===== src/rtl/uart_tx_arbiter.sv =====
`default_nettype none
// ============================================================================
// Module   : uart_tx_arbiter
// Brief    : Round-robin, packet-locking arbiter sharing one UART transmitter
//            among NUM_REQ AXI-Stream byte sources, with an optional source
//            header byte and a per-grant burst limit.
// Revision : 1.0 - initial release
// ============================================================================
module uart_tx_arbiter #(
    parameter int           NUM_REQ    = 4,
    parameter int           DATA_WIDTH = 8,
    parameter bit           HEADER_EN  = 1'b1,
    parameter logic [7:0]   HDR_BASE   = 8'hA0,
    parameter int           MAX_BURST  = 16
) (
    input  logic                          clk,
    input  logic                          rst,
    input  logic [NUM_REQ*DATA_WIDTH-1:0] req_tdata,
    input  logic [NUM_REQ-1:0]            req_tvalid,
    input  logic [NUM_REQ-1:0]            req_tlast,
    output logic [NUM_REQ-1:0]            req_tready,
    output logic [DATA_WIDTH-1:0]         m_axis_tdata,
    output logic                          m_axis_tvalid,
    input  logic                          m_axis_tready,
    output logic                          grant_valid,
    output logic [$clog2(NUM_REQ)-1:0]    grant_id,
    output logic                          burst_truncated
);

    localparam int c_id_w  = $clog2(NUM_REQ);
    localparam int c_cnt_w = (MAX_BURST > 0) ? $clog2(MAX_BURST + 1) : 1;

    localparam logic [1:0] c_st_idle = 2'd0;
    localparam logic [1:0] c_st_hdr  = 2'd1;
    localparam logic [1:0] c_st_data = 2'd2;

    logic [1:0]            r_state;
    logic [1:0]            w_state_next;
    logic [c_id_w-1:0]     r_last_id;
    logic [c_cnt_w-1:0]    r_beat_cnt;
    logic [c_id_w-1:0]     w_scan_id [NUM_REQ];
    logic [c_id_w-1:0]     w_pick_id;
    logic                  w_pick_found;
    logic [DATA_WIDTH-1:0] w_req_data [NUM_REQ];
    logic [DATA_WIDTH-1:0] w_g_data;
    logic [DATA_WIDTH-1:0] w_hdr;
    logic                  w_g_valid;
    logic                  w_g_last;
    logic                  w_hs;
    logic                  w_limit_beat;
    logic                  w_release;

    generate
        for (genvar gi = 0; gi < NUM_REQ; gi++) begin : g_unpack
            assign w_req_data[gi] = req_tdata[gi*DATA_WIDTH +: DATA_WIDTH];
        end
    endgenerate

    assign w_g_data  = w_req_data[grant_id];
    assign w_g_valid = req_tvalid[grant_id];
    assign w_g_last  = req_tlast[grant_id];
    assign w_hdr     = DATA_WIDTH'(HDR_BASE + 8'(grant_id));

    // Candidate order: last_id+1, last_id+2, ... wrapping modulo NUM_REQ.
    always_comb begin
        for (int k = 0; k < NUM_REQ; k++) begin
            w_scan_id[k] = c_id_w'((int'(r_last_id) + k + 1) % NUM_REQ);
        end
    end

    always_comb begin
        w_pick_id    = '0;
        w_pick_found = 1'b0;
        for (int k = 0; k < NUM_REQ; k++) begin
            if (!w_pick_found && req_tvalid[w_scan_id[k]]) begin
                w_pick_found = 1'b1;
                w_pick_id    = w_scan_id[k];
            end
        end
    end

    assign w_hs         = (r_state == c_st_data) && w_g_valid && m_axis_tready;
    // The counter holds beats already sent, so the limit beat is MAX_BURST-1.
    assign w_limit_beat = (MAX_BURST != 0) && (r_beat_cnt == c_cnt_w'(MAX_BURST - 1));
    assign w_release    = w_hs && (w_g_last || w_limit_beat);

    always_ff @(posedge clk or negedge rst) begin
        if (!rst) begin
            r_state <= c_st_idle;
        end else begin
            r_state <= w_state_next;
        end
    end

    always_comb begin
        w_state_next = r_state;
        case (r_state)
            c_st_idle: begin
                if (w_pick_found) begin
                    w_state_next = HEADER_EN ? c_st_hdr : c_st_data;
                end
            end
            c_st_hdr: begin
                if (m_axis_tready) begin
                    w_state_next = c_st_data;
                end
            end
            c_st_data: begin
                if (w_release) begin
                    w_state_next = c_st_idle;
                end
            end
            default: w_state_next = c_st_idle;
        endcase
    end

    always_comb begin
        m_axis_tvalid = 1'b0;
        m_axis_tdata  = '0;
        req_tready    = '0;
        grant_valid   = 1'b0;
        case (r_state)
            c_st_hdr: begin
                m_axis_tvalid = 1'b1;
                m_axis_tdata  = w_hdr;
                grant_valid   = 1'b1;
            end
            c_st_data: begin
                m_axis_tvalid        = w_g_valid;
                m_axis_tdata         = w_g_valid ? w_g_data : '0;
                req_tready[grant_id] = m_axis_tready;
                grant_valid          = 1'b1;
            end
            default: ;
        endcase
    end

    always_ff @(posedge clk or negedge rst) begin
        if (!rst) begin
            grant_id        <= '0;
            r_last_id       <= c_id_w'(NUM_REQ - 1);
            r_beat_cnt      <= '0;
            burst_truncated <= 1'b0;
        end else begin
            burst_truncated <= w_hs && w_limit_beat && !w_g_last;
            if ((r_state == c_st_idle) && w_pick_found) begin
                grant_id   <= w_pick_id;
                r_beat_cnt <= '0;
            end else if (w_hs) begin
                r_beat_cnt <= r_beat_cnt + c_cnt_w'(1);
            end
            if (w_release) begin
                r_last_id <= grant_id;
            end
        end
    end

endmodule
`default_nettype wire


===== config.mk =====
export PLATFORM = sky130hd
export DESIGN_NAME = uart_tx_arbiter
export DESIGN_NICKNAME = d
export VERILOG_FILES = /design/src/rtl/uart_tx_arbiter.sv
export SDC_FILE = /design/constraint.sdc
export NUM_CORES = 1
export LEC_CHECK = 0
export CAP_MARGIN = 20
export CORE_MARGIN = 3
export CORE_UTILIZATION = 42
export DETAILED_ROUTE_END_ITERATION = 8
export PLACE_DENSITY = 0.85
export SLEW_MARGIN = 20
export SYNTH_ARGS = -nofsm -noshare
export SYNTH_HDL_FRONTEND = slang
export SYNTH_SLANG_ARGS = --single-unit

===== constraint.sdc =====
create_clock -name clk -period 5.8 [get_ports clk]
set_input_delay 0.87 -clock clk [delete_from_list [all_inputs] [get_ports clk]]
set_output_delay 0.87 -clock clk [all_outputs]
set_load 0.05 [all_outputs]

* Word-level counts from Yosys, hierarchy flattened
Index checks and enable logic that the tools add are counted.
Storage, ports and cells: output and inout bits 17, flip-flop bits (word level) 12, word-level logic and storage cells 83
Operators by class: bitwise logic cells 2, add/sub/neg operators 8, $lt $le $gt $ge 7, equal/unequal tests 6, multiplexer cells 36, reduce and logical (&&, ||, !) cells 19
Operators with widths (count):
- $mux W8 | 3
- $bmux W8 S2 | 1
- $pmux W8 S2 | 1
- $lt A2 B3 Y1 const B | 5
- $mux W2 | 7
- $bmux W1 S2 | 6
- $mux W1 | 12
- $logic_and A1 B1 Y1 | 10
- $mux W5 | 2
- $add A2 B1 Y2 const B | 4
- $add A8 B2 Y8 const A | 1
- $ne A2 B2 Y1 const B | 3
- $pmux W2 S3 | 1
- $add A5 B1 Y5 const B | 1
- $eq A5 B4 Y1 const B | 1
- $add A2 B2 Y2 const B | 2
- $and A4 B4 Y4 | 1
- $logic_not A1 Y1 | 4
- $mux W4 | 1
- $ge A3 B3 Y1 const B | 1
- $not A2 Y3 | 1
- $reduce_and A3 Y1 | 1
- $demux W1 S2 | 1
- $eq A2 B1 Y1 const B | 1
- 7 further kinds | 7

* Longest topological paths before layout
Gate-level depths: netlist (run 1).
word-level depth 15, mapped depth 8, gate-level depth less buffers 8

* Least setup slack after synthesis (run 1)
No wires, ideal clock.
kind reg2out, from register grant_id[1], to output m_axis_tdata[0], path slack 2395 ps, buffers on the path 2, data arrival time 2535 ps, cell stages (with the launch flop) 6, cell sequence dfrtp_1 buf_4 clkbuf_1 mux4_2 inv_1 o21ai_0
Between the ends: word-level cells in the longest chain between the ends 6
RTL lines:
- start: declaration | RTL line 26 | output logic [$clog2(NUM_REQ)-1:0] grant_id,
- start signal: assignment | RTL line 147 | grant_id <= w_pick_id;
- $not A2 Y3 (implied by the code) | RTL line 59 | assign w_g_data = w_req_data[grant_id];
- $bmux W8 S2 | RTL line 59
- $mux W8 (implied by the code) (2 in a row) | RTL line 59
- $mux W8 * | RTL line 130 | m_axis_tdata = w_g_valid ? w_g_data : '0;
- $pmux W8 S2 * | RTL line 122 | case (r_state)
- end: declaration | RTL line 22 | output logic [DATA_WIDTH-1:0] m_axis_tdata,
Mark *: on every way between the ends. The rest lies on a longest branch, timed or not. The select of a mux whose other input is x is not followed.

* Final worst setup path (run 1)
from input req_tvalid[1], to output m_axis_tdata[7]
Between the ends: word-level cells in the longest chain between the ends 4
RTL lines:
- start: declaration | RTL line 19 | input logic [NUM_REQ-1:0] req_tvalid,
- $bmux W1 S2 | RTL line 60 | assign w_g_valid = req_tvalid[grant_id];
- $mux W1 (implied by the code) | RTL line 60
- $mux W8 | RTL line 130
- $pmux W8 S2 | RTL line 122
Every way passes these cells. The select of a mux whose other input is x is not followed.

==> impl_metrics.ini, run 1 <==
[worst_setup_path]
startpoint_type = input pin
endpoint_kind = primary output
critPathKind = in -> out
cp.required_ns = 4.93
arrival_ns = 3.18
crit_fanout = 6
reg2reg_slack_ns = 3.38

[power]
ir_drop_mv = 0.392
static-leakage-power_uw = 0.000744
p_per_area_nw_per_um2 = 443

[routing]
dr.pass1.iters = 4
wl_per_cell_um = 15.8
drc = 0
first_iter_violations = 20
vias = 1083
wl_um = 3180
via_per_inst = 5.39
drt.antenna.violating_nets = 0

[hold_path]
hold_class = reg -> reg

[job]
cap_violations = 0

[timing]
rsz0062_at_grt = false
maxSlewViolCount = 0
max_freq_mhz = 247
fin_crit_sh = 0.698
tns_ns = 0
setup_viol = 0
worstMarginPinSlew_ns = 0.926
hold_viol_final = 0
fin_skew_ns = 0.00437
max-slew-margin-rel = 0.383
post-route-min-period_ns = 4.05

[cells_and_area]
synthToLayoutAreaGrowth_pct = 53.6
fin_nets = 221
fill_cells = 203
diodes = 0
finalNonFillerCells = 201
drive_gt1_frac = 0.146
layout_common_cells = clkdlybuf4s50_1 (59), nor2_1 (14), dfrtp_1 (10)
design_area_um2 = 1750
layout_commonest_cell = clkdlybuf4s50_1

[global_route]
grt_pass1_vias = 1124
gr-total-overflow = 0
grt_max_degree = 22
antenna_found_initial = 0
track_usage = 0.193
grt_pass1_wl_um = 5070

[clock_network]
cts_tree = done
clkSinkCount = 12
clkLatencyLatePin_ns = 0.27
numCtsBuffers = 3
cts_hold_buf = 0
clk_pin_slew_ns = 0.08
cts_resized = 0
root_buffer = clkbuf_4
cts_setup_buffers = 0
htree_levels = 1
cts_buffer_depth = 2

[die]
die_area_um2 = 3380
initial_core_util = 0.452
io_pins = 60
fp-row-count = 18
die_w_um = 58.1
die_h_um = 58.1
coreArea_um2 = 2520

[placed_design]
numPortBuffers = 59
gp_congestion = 0.782
dpl_cell_area_um2 = 1710
post-dp-hpwl_um = 2600
place_inst = 197

[synthesis]
synth_seq_area_share = 0.266
yosysWarningCount = 0
synth-async-reset-ratio = 1.00
synth_edf_count = 0
syn_area_per_cell_um2 = 9.91
syn_area_um2 = 1140
synth_cells = 115
synth_seq_cells = 12
ys_types = 36
synthFlopType = dfrtp_1
syn_nets = 164

[run_status]
outcome = finished, final reports clean
-- final cells by class --
cell class	instances	area (um^2)	area share
clock buffers	4	36.3	0.0207
inverters	9	33.8	0.0193
multi-input cells	87	749	0.428
flip-flops and latches	12	303	0.173
well taps	30	37.5	0.0214
repair buffers	59	591	0.337
-- worst max-delay path: stages --
cell and delay [ns]:
clkdlybuf4s50_1 0.50, mux4_2 0.50, and2_1 0.23, o21ai_0 0.29, nor2_1 0.09, clkdlybuf4s50_1 0.70
-- per-layer routing --
layer  global-route usage  wire [um]
met5                    0          0
met4               0.0497         13
met3               0.0312        295
met2                0.340       1480
met1                0.245       1390
-- report_power, final --
part | switching (uW) | total [uW] | internal (uW)
Combinational | 285 | 521 | 236
Clock | 30.2 | 68.4 | 38.2
Sequential | 71.4 | 186 | 115
Total | 387 | 775 | 388
-- stage by stage --
step                      hold WS [ns]  power (uW)  setup slack (ns)   util
after global placement           0.514         697              1.78  0.680
final                            0.534         775              1.75  0.694
after CTS                        0.536         782              1.72  0.694
after global routing             0.553         830              1.52  0.694
after floorplan                  0.497         573              2.40      -
after detailed placement         0.524         711              1.75  0.680
-- cells by family after synthesis --
kind of cell | share of synthesized area
AO/OA/AOI/OAI | 0.113
flip-flops | 0.266
buffers and inverters | 0.0768
multiplexers | 0.263
XOR/XNOR | 0.0231
adder cells (fa/ha/maj) | 0.0659
AND/OR/NAND/NOR | 0.192
-- synth_stat cells, types with 6 or more instances --
library cell   n  area share
mux2i_1        6       0.053
and3_1         7       0.038
ha_1           6       0.066
nor2_1        14       0.046
dfrtp_1       10        0.22
mux4_2         9        0.18
nand2_1        6       0.020
inv_1          9       0.030
o21ai_0        6       0.026
-- path summary, 6_finish.rpt --
| kind | from | end | depth (start not counted) |
|---|---|---|---|
| setup / recovery | req_tvalid[1] | m_axis_tdata[7] | 6 |
| hold reg to reg | r_last_id[1]$_DFFE_PN1P_ | r_last_id[1]$_DFFE_PN1P_ | 2 |
| setup reg to reg | grant_id[0]$_DFFE_PN0N_ | r_last_id[0]$_DFFE_PN1P_ | 4 |
| min in group asynchronous | rst | grant_id[0]$_DFFE_PN0N_ | 1 |
| max in group asynchronous | rst | r_state[1]$_DFFE_PN0P_ | 1 |
| hold / removal | r_last_id[1]$_DFFE_PN1P_ | r_last_id[1]$_DFFE_PN1P_ | 2 |
-- state kept, by name, indices dropped and copies added (netlist names) --
signal	flops
r_last_id	2
burst_truncated	1
r_state	2
grant_id	2
r_beat_cnt	5
Power figures use the tool's default switching activity.
==> run 2: changes to the inputs <==
--- a/config.mk
+++ b/config.mk
@@ -7,9 +7,9 @@
 export LEC_CHECK = 0
 export CAP_MARGIN = 20
 export CORE_MARGIN = 3
-export CORE_UTILIZATION = 42
+export CORE_UTILIZATION = 39
 export DETAILED_ROUTE_END_ITERATION = 8
-export PLACE_DENSITY = 0.85
+export PLACE_DENSITY = 0.8
 export SLEW_MARGIN = 20
 export SYNTH_ARGS = -nofsm -noshare
 export SYNTH_HDL_FRONTEND = slang
==> constraint.sdc (replaced) <==
create_clock -name clk -period 4.1 [get_ports clk]
set_input_delay 0.615 -clock clk [delete_from_list [all_inputs] [get_ports clk]]
set_output_delay 0.615 -clock clk [all_outputs]
set_load 0.05 [all_outputs]
==> impl_metrics.ini, run 2 (synthesized netlist as in run 1, its figures left out) <==
[die]
fp-row-count = 18
die_h_um = 60.1
die_w_um = 60.1
die_area_um2 = 3610
coreArea_um2 = 2640
io_pins = 60
initial_core_util = 0.433

[worst_setup_path]
critPathKind = in -> out
endpoint_kind = primary output
startpoint_type = input pin
cp.required_ns = 3.48
arrival_ns = 3.00
reg2reg_depth = 8
crit_fanout = 6

[placed_design]
gp_congestion = 0.852
dp_slack_ns = 0.510
place_inst = 199
post-dp-hpwl_um = 2660
numPortBuffers = 59

[cells_and_area]
synthToLayoutAreaGrowth_pct = 54.9
layout_commonest_cell = clkdlybuf4s50_1
drive_gt1_frac = 0.156
final_util = 0.670
layout_common_cells = clkdlybuf4s50_1 (59), nor2_1 (14), dfrtp_1 (10)
fin_nets = 223
regMostFlops = r_beat_cnt
largest_reg_flops = 5
finalNonFillerCells = 203
diodes = 0

[clock_network]
root_buffer = clkbuf_4
cts_buffer_depth = 2
cts_resized = 0
cts_tree = done
cts_setup_buffers = 0
htree_levels = 1
numCtsBuffers = 3
clkLatencyLatePin_ns = 0.28
cts_hold_buf = 0
clkSinkCount = 12
clk_pin_slew_ns = 0.07

[routing]
wl_um = 3200
via_per_inst = 5.43
drt.antenna.violating_nets = 0
first_iter_violations = 58
wl_per_cell_um = 15.8
vias = 1103
dr.pass1.iters = 4
drc = 0

[timing]
setup_viol = 0
max-slew-margin-rel = 0.653
post-route-min-period_ns = 3.62
max_freq_mhz = 276
fin_crit_sh = 0.882
finalWorstSetupSlack_ns = 0.482
hold_viol_final = 0
tns_ns = 0
rsz0062_at_grt = false
maxSlewViolCount = 0
fin_skew_ns = 0.00121
worstMarginPinSlew_ns = 0.519

[job]
cap_violations = 0

[power]
p_per_area_nw_per_um2 = 628
ir_drop_mv = 0.592
total_power_uw = 1110
static-leakage-power_uw = 0.000754

[hold_path]
hold_class = reg -> reg
hold_depth = 2

[global_route]
grt_pass1_vias = 1118
grt_pass1_wl_um = 5090
grt_max_degree = 22
track_usage = 0.195
gr-total-overflow = 0
antenna_found_initial = 0

[run_status]
outcome = finished, final reports clean
[run 2: changes by cell type in the layout (fill, tap and decap cells not counted)]
cell | before | now
buf_4 | 0 | 2
[run 2: through the flow]
step           hold WS (ns)  area [um^2]
2_1_floorplan         0.319         1140
3_3_place_gp          0.515         1730
3_5_place_dp          0.531         1730
4_1_cts               0.547         1770
5_1_grt               0.578         1770
6_report              0.549         1770
[run 2: worst max-delay path, stage by stage]
cell,delay [ns]
clkdlybuf4s50_1,0.51
mux4_2,0.52
and2_1,0.22
o21ai_0,0.33
nor2_1,0.10
clkdlybuf4s50_1,0.71
[run 2: layer usage]
layer,vias to the layer above,share of wire,global-route usage
met4,0,0.020,0.108
met1,509,0.43,0.234
met5,-,0,0
met2,55,0.44,0.315
li1,534,-,-
met3,5,0.11,0.0518
[run 2: final timing paths]
kind / startpoint / endpoint / slack (ns)
min in group asynchronous: rst / grant_id[0]$_DFFE_PN0N_ / 0.67
worst max register to register: r_beat_cnt[0]$_DFFE_PN0P_ / r_state[1]$_DFFE_PN0P_ / 2.05
worst max-delay path: req_tvalid[3] / m_axis_tdata[7] / 0.48
worst min register to register: r_last_id[1]$_DFFE_PN1P_ / r_last_id[1]$_DFFE_PN1P_ / 0.55
worst min-delay path: r_last_id[1]$_DFFE_PN1P_ / r_last_id[1]$_DFFE_PN1P_ / 0.55
max in group asynchronous: rst / r_last_id[1]$_DFFE_PN1P_ / 3.07
[run 2: final cells by class]
cell class | count | area [um^2]
multi-input cells | 87 | 749
repair buffers | 61 | 606
flip-flops and latches | 12 | 303
inverters | 9 | 33.8
well taps | 30 | 37.5
fillers | 219 | 870
clock buffers | 4 | 36.3
[run 2: power by group]
group | switching [uW] | leakage, uW | total (uW) | internal, uW
Combinational | 471 | 0.000581 | 813 | 343
Clock | 41.2 | 0.0000210 | 95.4 | 54.2
Sequential | 36.5 | 0.000152 | 200 | 164
